### config.mk
export PLATFORM = sky130hd
export DESIGN_NAME = cache_nvias
export DESIGN_NICKNAME = d
export VERILOG_FILES = /design/src/rtl/cache_pkg.sv /design/src/rtl/lru_nvias.sv /design/src/rtl/cache_nvias.sv
export SDC_FILE = /design/constraint.sdc
export NUM_CORES = 1
export LEC_CHECK = 0
export ABC_AREA = 1
export CORE_MARGIN = 2
export CORE_UTILIZATION = 40
export CTS_CLUSTER_DIAMETER = 80
export DETAILED_ROUTE_END_ITERATION = 7
export PLACE_DENSITY = 0.64
export SLEW_MARGIN = 5
export SYNTH_ARGS = -nofsm -noshare
export SYNTH_HDL_FRONTEND = slang
export SYNTH_SLANG_ARGS = --single-unit
### constraint.sdc
create_clock -name clock -period 3.1 [get_ports clock]
set_clock_uncertainty 0.2 [all_clocks]
set_input_delay 0.31 -clock clock [delete_from_list [all_inputs] [get_ports clock]]
set_output_delay 0.31 -clock clock [all_outputs]
set_load 0.05 [all_outputs]
### src/rtl/cache_pkg.sv
// Shared definitions for the N-way cache controller: FSM state encoding,
// default geometry and the index-width helper used by the top and the LRU block.
package cache_pkg;

    typedef enum logic [2:0] {
        ST_IDLE,
        ST_COMPARE,
        ST_WRITEBACK,
        ST_FILL,
        ST_RESPOND
    } state_t;

    localparam int DEF_ADDR_W  = 5;
    localparam int DEF_DATA_W  = 8;
    localparam int DEF_WAYS    = 2;
    localparam int DEF_SETS    = 4;
    localparam int DEF_COUNT_W = 8;

    // Width of an index selecting one of n items; never narrower than one bit.
    function automatic int idx_bits(input int n);
        return (n < 2) ? 1 : $clog2(n);
    endfunction

endpackage

### src/rtl/lru_nvias.sv
// True-LRU age tracker: one age per way per set, kept as a permutation of
// 0..WAYS-1. The most recently used way has age 0, the victim has the maximum age.
module lru_nvias
    import cache_pkg::*;
#(
    parameter  int WAYS  = DEF_WAYS,
    parameter  int SETS  = DEF_SETS,
    localparam int WAY_W = idx_bits(WAYS),
    localparam int IDX_W = idx_bits(SETS)
) (
    input  logic             clock,
    input  logic             reset,
    input  logic [IDX_W-1:0] i_index,
    input  logic             i_access_valid,
    input  logic [WAY_W-1:0] i_access_way,
    output logic [WAY_W-1:0] o_victim
);

    logic [WAY_W-1:0] r_age [SETS][WAYS];
    logic [WAY_W-1:0] w_acc_age;
    logic [WAY_W-1:0] w_max_age;

    assign w_acc_age = r_age[i_index][i_access_way];

    always_comb begin
        o_victim  = '0;
        w_max_age = r_age[i_index][0];
        for (int w = 1; w < WAYS; w++) begin
            if (r_age[i_index][w] > w_max_age) begin
                w_max_age = r_age[i_index][w];
                o_victim  = WAY_W'(w);
            end
        end
    end

    // Ways younger than the touched one age by one; the touched way becomes youngest.
    always_ff @(posedge clock or posedge reset) begin
        if (reset) begin
            for (int s = 0; s < SETS; s++) begin
                for (int w = 0; w < WAYS; w++) begin
                    r_age[s][w] <= WAY_W'(w);
                end
            end
        end else if (i_access_valid) begin
            for (int w = 0; w < WAYS; w++) begin
                if (WAY_W'(w) == i_access_way) begin
                    r_age[i_index][w] <= '0;
                end else if (r_age[i_index][w] < w_acc_age) begin
                    r_age[i_index][w] <= r_age[i_index][w] + WAY_W'(1);
                end
            end
        end
    end

endmodule

### src/rtl/cache_nvias.sv
// N-way set-associative write-back / write-allocate cache controller with a
// req/ack backing-memory port, true-LRU replacement and saturating hit/miss counters.
module cache_nvias
    import cache_pkg::*;
#(
    parameter  int ADDR_W  = DEF_ADDR_W,
    parameter  int DATA_W  = DEF_DATA_W,
    parameter  int WAYS    = DEF_WAYS,
    parameter  int SETS    = DEF_SETS,
    parameter  int COUNT_W = DEF_COUNT_W,
    localparam int IDX_W   = idx_bits(SETS),
    localparam int TAG_W   = ADDR_W - IDX_W,
    localparam int WAY_W   = idx_bits(WAYS)
) (
    input  logic               clock,
    input  logic               reset,
    input  logic               cpu_valid,
    input  logic               cpu_we,
    input  logic [ADDR_W-1:0]  cpu_addr,
    input  logic [DATA_W-1:0]  cpu_wdata,
    output logic               cpu_ready,
    output logic               cpu_done,
    output logic               cpu_hit,
    output logic [DATA_W-1:0]  cpu_rdata,
    output logic               cpu_dirty,
    output logic               mem_req,
    output logic               mem_we,
    output logic [ADDR_W-1:0]  mem_addr,
    output logic [DATA_W-1:0]  mem_wdata,
    input  logic [DATA_W-1:0]  mem_rdata,
    input  logic               mem_ack,
    output logic [COUNT_W-1:0] hit_count,
    output logic [COUNT_W-1:0] miss_count
);

    state_t              r_state;
    state_t              w_state_next;
    logic [ADDR_W-1:0]   r_addr;
    logic                r_we;
    logic [DATA_W-1:0]   r_wdata;
    logic [WAY_W-1:0]    r_vway;
    logic [TAG_W-1:0]    r_vtag;
    logic [DATA_W-1:0]   r_vdata;
    logic                r_hit;
    logic [DATA_W-1:0]   r_rdata;
    logic                r_dirty_out;
    logic [COUNT_W-1:0]  r_hit_cnt;
    logic [COUNT_W-1:0]  r_miss_cnt;
    logic [SETS-1:0]     r_valid [WAYS];
    logic [SETS-1:0]     r_dirty [WAYS];

    logic [IDX_W-1:0]    w_idx;
    logic [TAG_W-1:0]    w_tag;
    logic [IDX_W-1:0]    w_rd_idx;
    logic                w_accept;
    logic [TAG_W-1:0]    w_tag_rd  [WAYS];
    logic [DATA_W-1:0]   w_data_rd [WAYS];
    logic [WAYS-1:0]     w_tag_we;
    logic [WAYS-1:0]     w_data_we;
    logic [DATA_W-1:0]   w_wr_data;
    logic                w_hit;
    logic [WAY_W-1:0]    w_hit_way;
    logic [WAY_W-1:0]    w_victim;
    logic                w_found_invalid;
    logic                w_victim_dirty;
    logic                w_fill_ack;
    logic                w_lru_valid;
    logic [WAY_W-1:0]    w_lru_way;
    logic [WAY_W-1:0]    w_lru_victim;

    assign w_idx      = r_addr[IDX_W-1:0];
    assign w_tag      = r_addr[ADDR_W-1:IDX_W];
    assign w_rd_idx   = cpu_addr[IDX_W-1:0];
    assign w_accept   = cpu_valid && (r_state == ST_IDLE);
    assign w_fill_ack = (r_state == ST_FILL) && mem_ack;

    // Tag/data storage per way; the read port is registered on the accept edge
    // so COMPARE sees the whole set without a combinational array read.
    for (genvar gi = 0; gi < WAYS; gi++) begin : g_way
        logic [TAG_W-1:0]  r_tag_mem  [SETS];
        logic [DATA_W-1:0] r_data_mem [SETS];
        logic [TAG_W-1:0]  r_tag_q;
        logic [DATA_W-1:0] r_data_q;

        always_ff @(posedge clock) begin
            if (w_tag_we[gi]) begin
                r_tag_mem[w_idx] <= w_tag;
            end
            if (w_data_we[gi]) begin
                r_data_mem[w_idx] <= w_wr_data;
            end
            if (w_accept) begin
                r_tag_q  <= r_tag_mem[w_rd_idx];
                r_data_q <= r_data_mem[w_rd_idx];
            end
        end

        assign w_tag_rd[gi]  = r_tag_q;
        assign w_data_rd[gi] = r_data_q;
    end

    always_comb begin
        w_hit     = 1'b0;
        w_hit_way = '0;
        for (int w = 0; w < WAYS; w++) begin
            if (r_valid[w][w_idx] && (w_tag_rd[w] == w_tag)) begin
                w_hit     = 1'b1;
                w_hit_way = WAY_W'(w);
            end
        end
    end

    // Empty ways are filled lowest-index first before LRU eviction kicks in.
    always_comb begin
        w_victim        = w_lru_victim;
        w_found_invalid = 1'b0;
        for (int w = 0; w < WAYS; w++) begin
            if (!w_found_invalid && !r_valid[w][w_idx]) begin
                w_found_invalid = 1'b1;
                w_victim        = WAY_W'(w);
            end
        end
    end

    assign w_victim_dirty = r_valid[w_victim][w_idx] && r_dirty[w_victim][w_idx];

    always_comb begin
        w_tag_we    = '0;
        w_data_we   = '0;
        w_wr_data   = r_wdata;
        w_lru_valid = 1'b0;
        w_lru_way   = w_hit_way;
        if ((r_state == ST_COMPARE) && w_hit) begin
            w_lru_valid = 1'b1;
            if (r_we) begin
                w_data_we[w_hit_way] = 1'b1;
            end
        end
        if (w_fill_ack) begin
            w_tag_we[r_vway]  = 1'b1;
            w_data_we[r_vway] = 1'b1;
            w_wr_data         = r_we ? r_wdata : mem_rdata;
            w_lru_valid       = 1'b1;
            w_lru_way         = r_vway;
        end
    end

    lru_nvias #(
        .WAYS (WAYS),
        .SETS (SETS)
    ) u_lru (
        .clock          (clock),
        .reset          (reset),
        .i_index        (w_idx),
        .i_access_valid (w_lru_valid),
        .i_access_way   (w_lru_way),
        .o_victim       (w_lru_victim)
    );

    always_comb begin
        w_state_next = r_state;
        case (r_state)
            ST_IDLE:      if (cpu_valid) w_state_next = ST_COMPARE;
            ST_COMPARE:   w_state_next = w_hit ? ST_RESPOND :
                                         (w_victim_dirty ? ST_WRITEBACK : ST_FILL);
            ST_WRITEBACK: if (mem_ack) w_state_next = ST_FILL;
            ST_FILL:      if (mem_ack) w_state_next = ST_RESPOND;
            ST_RESPOND:   w_state_next = ST_IDLE;
            default:      w_state_next = ST_IDLE;
        endcase
    end

    always_ff @(posedge clock or posedge reset) begin
        if (reset) begin
            r_state <= ST_IDLE;
        end else begin
            r_state <= w_state_next;
        end
    end

    always_ff @(posedge clock or posedge reset) begin
        if (reset) begin
            r_addr      <= '0;
            r_we        <= 1'b0;
            r_wdata     <= '0;
            r_vway      <= '0;
            r_vtag      <= '0;
            r_vdata     <= '0;
            r_hit       <= 1'b0;
            r_rdata     <= '0;
            r_dirty_out <= 1'b0;
            r_hit_cnt   <= '0;
            r_miss_cnt  <= '0;
            for (int w = 0; w < WAYS; w++) begin
                r_valid[w] <= '0;
                r_dirty[w] <= '0;
            end
        end else begin
            case (r_state)
                ST_IDLE: begin
                    if (cpu_valid) begin
                        r_addr  <= cpu_addr;
                        r_we    <= cpu_we;
                        r_wdata <= cpu_wdata;
                    end
                end
                ST_COMPARE: begin
                    if (w_hit) begin
                        r_hit       <= 1'b1;
                        r_rdata     <= r_we ? r_wdata : w_data_rd[w_hit_way];
                        r_dirty_out <= r_we | r_dirty[w_hit_way][w_idx];
                        if (r_we) begin
                            r_dirty[w_hit_way][w_idx] <= 1'b1;
                        end
                        if (r_hit_cnt != '1) begin
                            r_hit_cnt <= r_hit_cnt + COUNT_W'(1);
                        end
                    end else begin
                        r_vway  <= w_victim;
                        r_vtag  <= w_tag_rd[w_victim];
                        r_vdata <= w_data_rd[w_victim];
                        if (r_miss_cnt != '1) begin
                            r_miss_cnt <= r_miss_cnt + COUNT_W'(1);
                        end
                    end
                end
                ST_FILL: begin
                    if (mem_ack) begin
                        r_valid[r_vway][w_idx] <= 1'b1;
                        r_dirty[r_vway][w_idx] <= r_we;
                        r_hit                  <= 1'b0;
                        r_rdata                <= w_wr_data;
                        r_dirty_out            <= r_we;
                    end
                end
                default: ;
            endcase
        end
    end

    assign cpu_ready  = (r_state == ST_IDLE);
    assign cpu_done   = (r_state == ST_RESPOND);
    assign cpu_hit    = r_hit;
    assign cpu_rdata  = r_rdata;
    assign cpu_dirty  = r_dirty_out;
    assign mem_req    = (r_state == ST_WRITEBACK) || (r_state == ST_FILL);
    assign mem_we     = (r_state == ST_WRITEBACK);
    assign mem_addr   = (r_state == ST_WRITEBACK) ? {r_vtag, w_idx} :
                        (r_state == ST_FILL)      ? r_addr : '0;
    assign mem_wdata  = (r_state == ST_WRITEBACK) ? r_vdata : '0;
    assign hit_count  = r_hit_cnt;
    assign miss_count = r_miss_cnt;

endmodule

==> reports/results.ini <==
[status]
status=complete, no violations

[worst_setup_path]
path_max_fanout=11
crit_chain=nor3_2 -> inv_1 -> nor2_1 -> clkdlybuf4s50_1
cp_num_buf_inv=2
cp_slowest_stage_delay_ps=840
path_class=reg -> out
start_kind=flop
arrival_ps=2490
critPathTopFamily=buffers and inverters
crit_required_ps=2590
crit_path_top_delay_cell=clkdlybuf4s50_1
cp-end-kind=output pin

[sta]
max_freq_ghz=0.333
tightest_slew_ps=625
post-route-period-util_pct=96.8
period_minus_slack_ps=3000
tns_ps=0
slew_headroom_pct=58.3
maxSlewViolCount=0
setup_viol=0
rsz0062_at_grt=false
hold_viol=0

[global_route]
grt_pass1_wl_um=33300
grt_pass1_vias=6115
use_met1_pct=27.2
grt_usage_pct=19.2
antenna_found_initial=0
grt_overflow_total=0
top_usage_layer=met2
grt_max_degree=47
use_met2_pct=29.8
gr-usage-met3_pct=3.29

[cells_and_area]
stdcell_area_um2=10400
nets=1008
antenna_cells=0
drive_above_1_share_pct=11.7
instances_no_fill=1268
syn_to_final_growth_pct=19.4
finish.utilization_pct=49.1
nFillCells=1937
regArea_um2=5290
multi_input_area_um2=2910

[synthesis]
yosys.area.top_type=edfxtp_1
synth_area_um2=8700
synth_area_leaders=edfxtp_1 (38%), dfrtp_1 (22%), nand2_1 (9.9%)
ys_warn_count=0
synth_commonest_cells=nand2_1 (230), edfxtp_1 (110), nor2_1 (77), dfrtp_1 (75)
syn_nets=932
yosysMostFrequentCell=nand2_1
synthFlopType=edfxtp_1
ys_types=38
ys_seq_elements=189
synth-seq-area-share_pct=60.7
syn_avg_cell_area_um2=9.63
netlist.area_leader.share_pct=38.0
synth_edf_count=110
syn_inst=904
async_reset_ff_share_pct=41.8

[pwr]
p_total_w=0.0100
ir_worst_vdd_v=0.000377
p_leak_nw=4.38
p_per_area_nw_per_um2=966

[die]
ioPinCount=69
die_w_um=151
start_util_pct=41.1
die_h_um=151
die_area_um2=23000
fp.coreArea_um2=21200
row_count=53

[placed_design]
place_area_um2=9730
dp.final_hpwl_um=14900
place_inst=1236
place.gp.congestion=0.888
port-buffer-count=68

[route]
final_antenna_net_count=0
drc=0
wl_per_cell_um=16.7
first_pass_iters=7
drt-total-wl_um=21200
dr.first_iter.drc_count=638
vias_per_cell=5.19
vias=6584

[clock_network]
cts_setup_buffers=0
cts_buffers=17
clock_sinks=189
clock_latency_ps=440
htree_levels=4
path_clk_slew_ps=70
tritoncts=yes
clk_path_buf_depth=2
cts-root-buf=clkbuf_16

[run]
drv_cap=0

[min_path]
hold_path_class=in -> async

area by class of cell:
type / instances / area share (%)
Sequential cell: 189 / 50.9
Inverter: 86 / 3.13
Multi-Input combinational cell: 594 / 28.0
Clock buffer: 17 / 4.09
Timing Repair Buffer: 92 / 8.45
Tap cell: 275 / 3.31
Clock inverter: 15 / 2.12
final timing paths:
path,from,to,slack (ps),cells after the start
worst max-delay path,r_state[2],mem_wdata[1],100,4
worst min-delay path,reset,r_valid[5],50,2
worst max register to register,r_addr[0],cpu_rdata[5],430,12
worst min register to register,u_lru.r_age[6],u_lru.r_age[6],260,2
max in group asynchronous,reset,cpu_rdata[7],1970,3
min in group clock,cpu_wdata[3],r_wdata[3],210,3
sequential cells by signal (all words and copies together) (netlist names), 5 cells and up:
| signal | count |
|---|---|
| g_way.r_data_mem | 64 |
| r_dirty | 8 |
| g_way.r_tag_mem | 24 |
| r_wdata | 8 |
| r_addr | 5 |
| r_valid | 8 |
| miss_count | 8 |
| cpu_rdata | 8 |
| g_way.r_data_q | 16 |
| u_lru.r_age | 8 |
| g_way.r_tag_q | 6 |
| r_vdata | 8 |
| hit_count | 8 |
per-layer routing:
layer  vias up  wire length [um]  part of all wire, %
li1       3192                 -                    -
met1      3155              9720                   46
met2       202              9850                   46
met3        35              1210                  5.7
met4         0               444                  2.1
met5         -                 0                    0
cell usage in the layout (no fill, tap or decap), types with 5 or more instances in the layout:
master,n
o211ai_1,8
nor2_2,6
xor2_1,8
or2_2,5
nand2_4,6
nor2_1,77
nand3_1,74
clkbuf_16,17
inv_1,73
buf_4,25
o21ai_0,71
dfrtp_1,75
o22ai_1,31
a21oi_1,9
clkdlybuf4s50_1,62
nand4_1,15
edfxtp_1,110
nand2_2,13
xnor2_1,7
inv_2,8
nand2_1,230
o21ai_1,10
logic make-up after synthesis:
logic type,count (synthesis),synth area share (%)
xor gates and xnor gates,15,1.51
and+or+nand+nor,442,22.7
adders and majority gates,2,0.288
DFF,189,60.7
buffers and inverters,121,5.88
AOI/OAI and AO/OA,135,8.87
through the flow:
stage | worst slack [ps] | hold WS [ps]
2_1_floorplan | 184 | 220
3_3_place_gp | 529 | 256
3_5_place_dp | 511 | 254
4_1_cts | 30.4 | 75.2
5_1_grt | 3.96 | 124
6_report | 98.7 | 50.1
repair_timing:
item,4_1_cts,5_1_grt
resized for setup,0,4
setup endpoints to repair,0,4
hold buffers,0,0
where the power goes:
part	internal [W]	leakage, nW	switching (W)
logic	0.00117	2.10	0.00275
clock network	0.00125	0.310	0.00107
registers	0.00338	1.97	0.000418
Power figures use the tool's default switching activity.
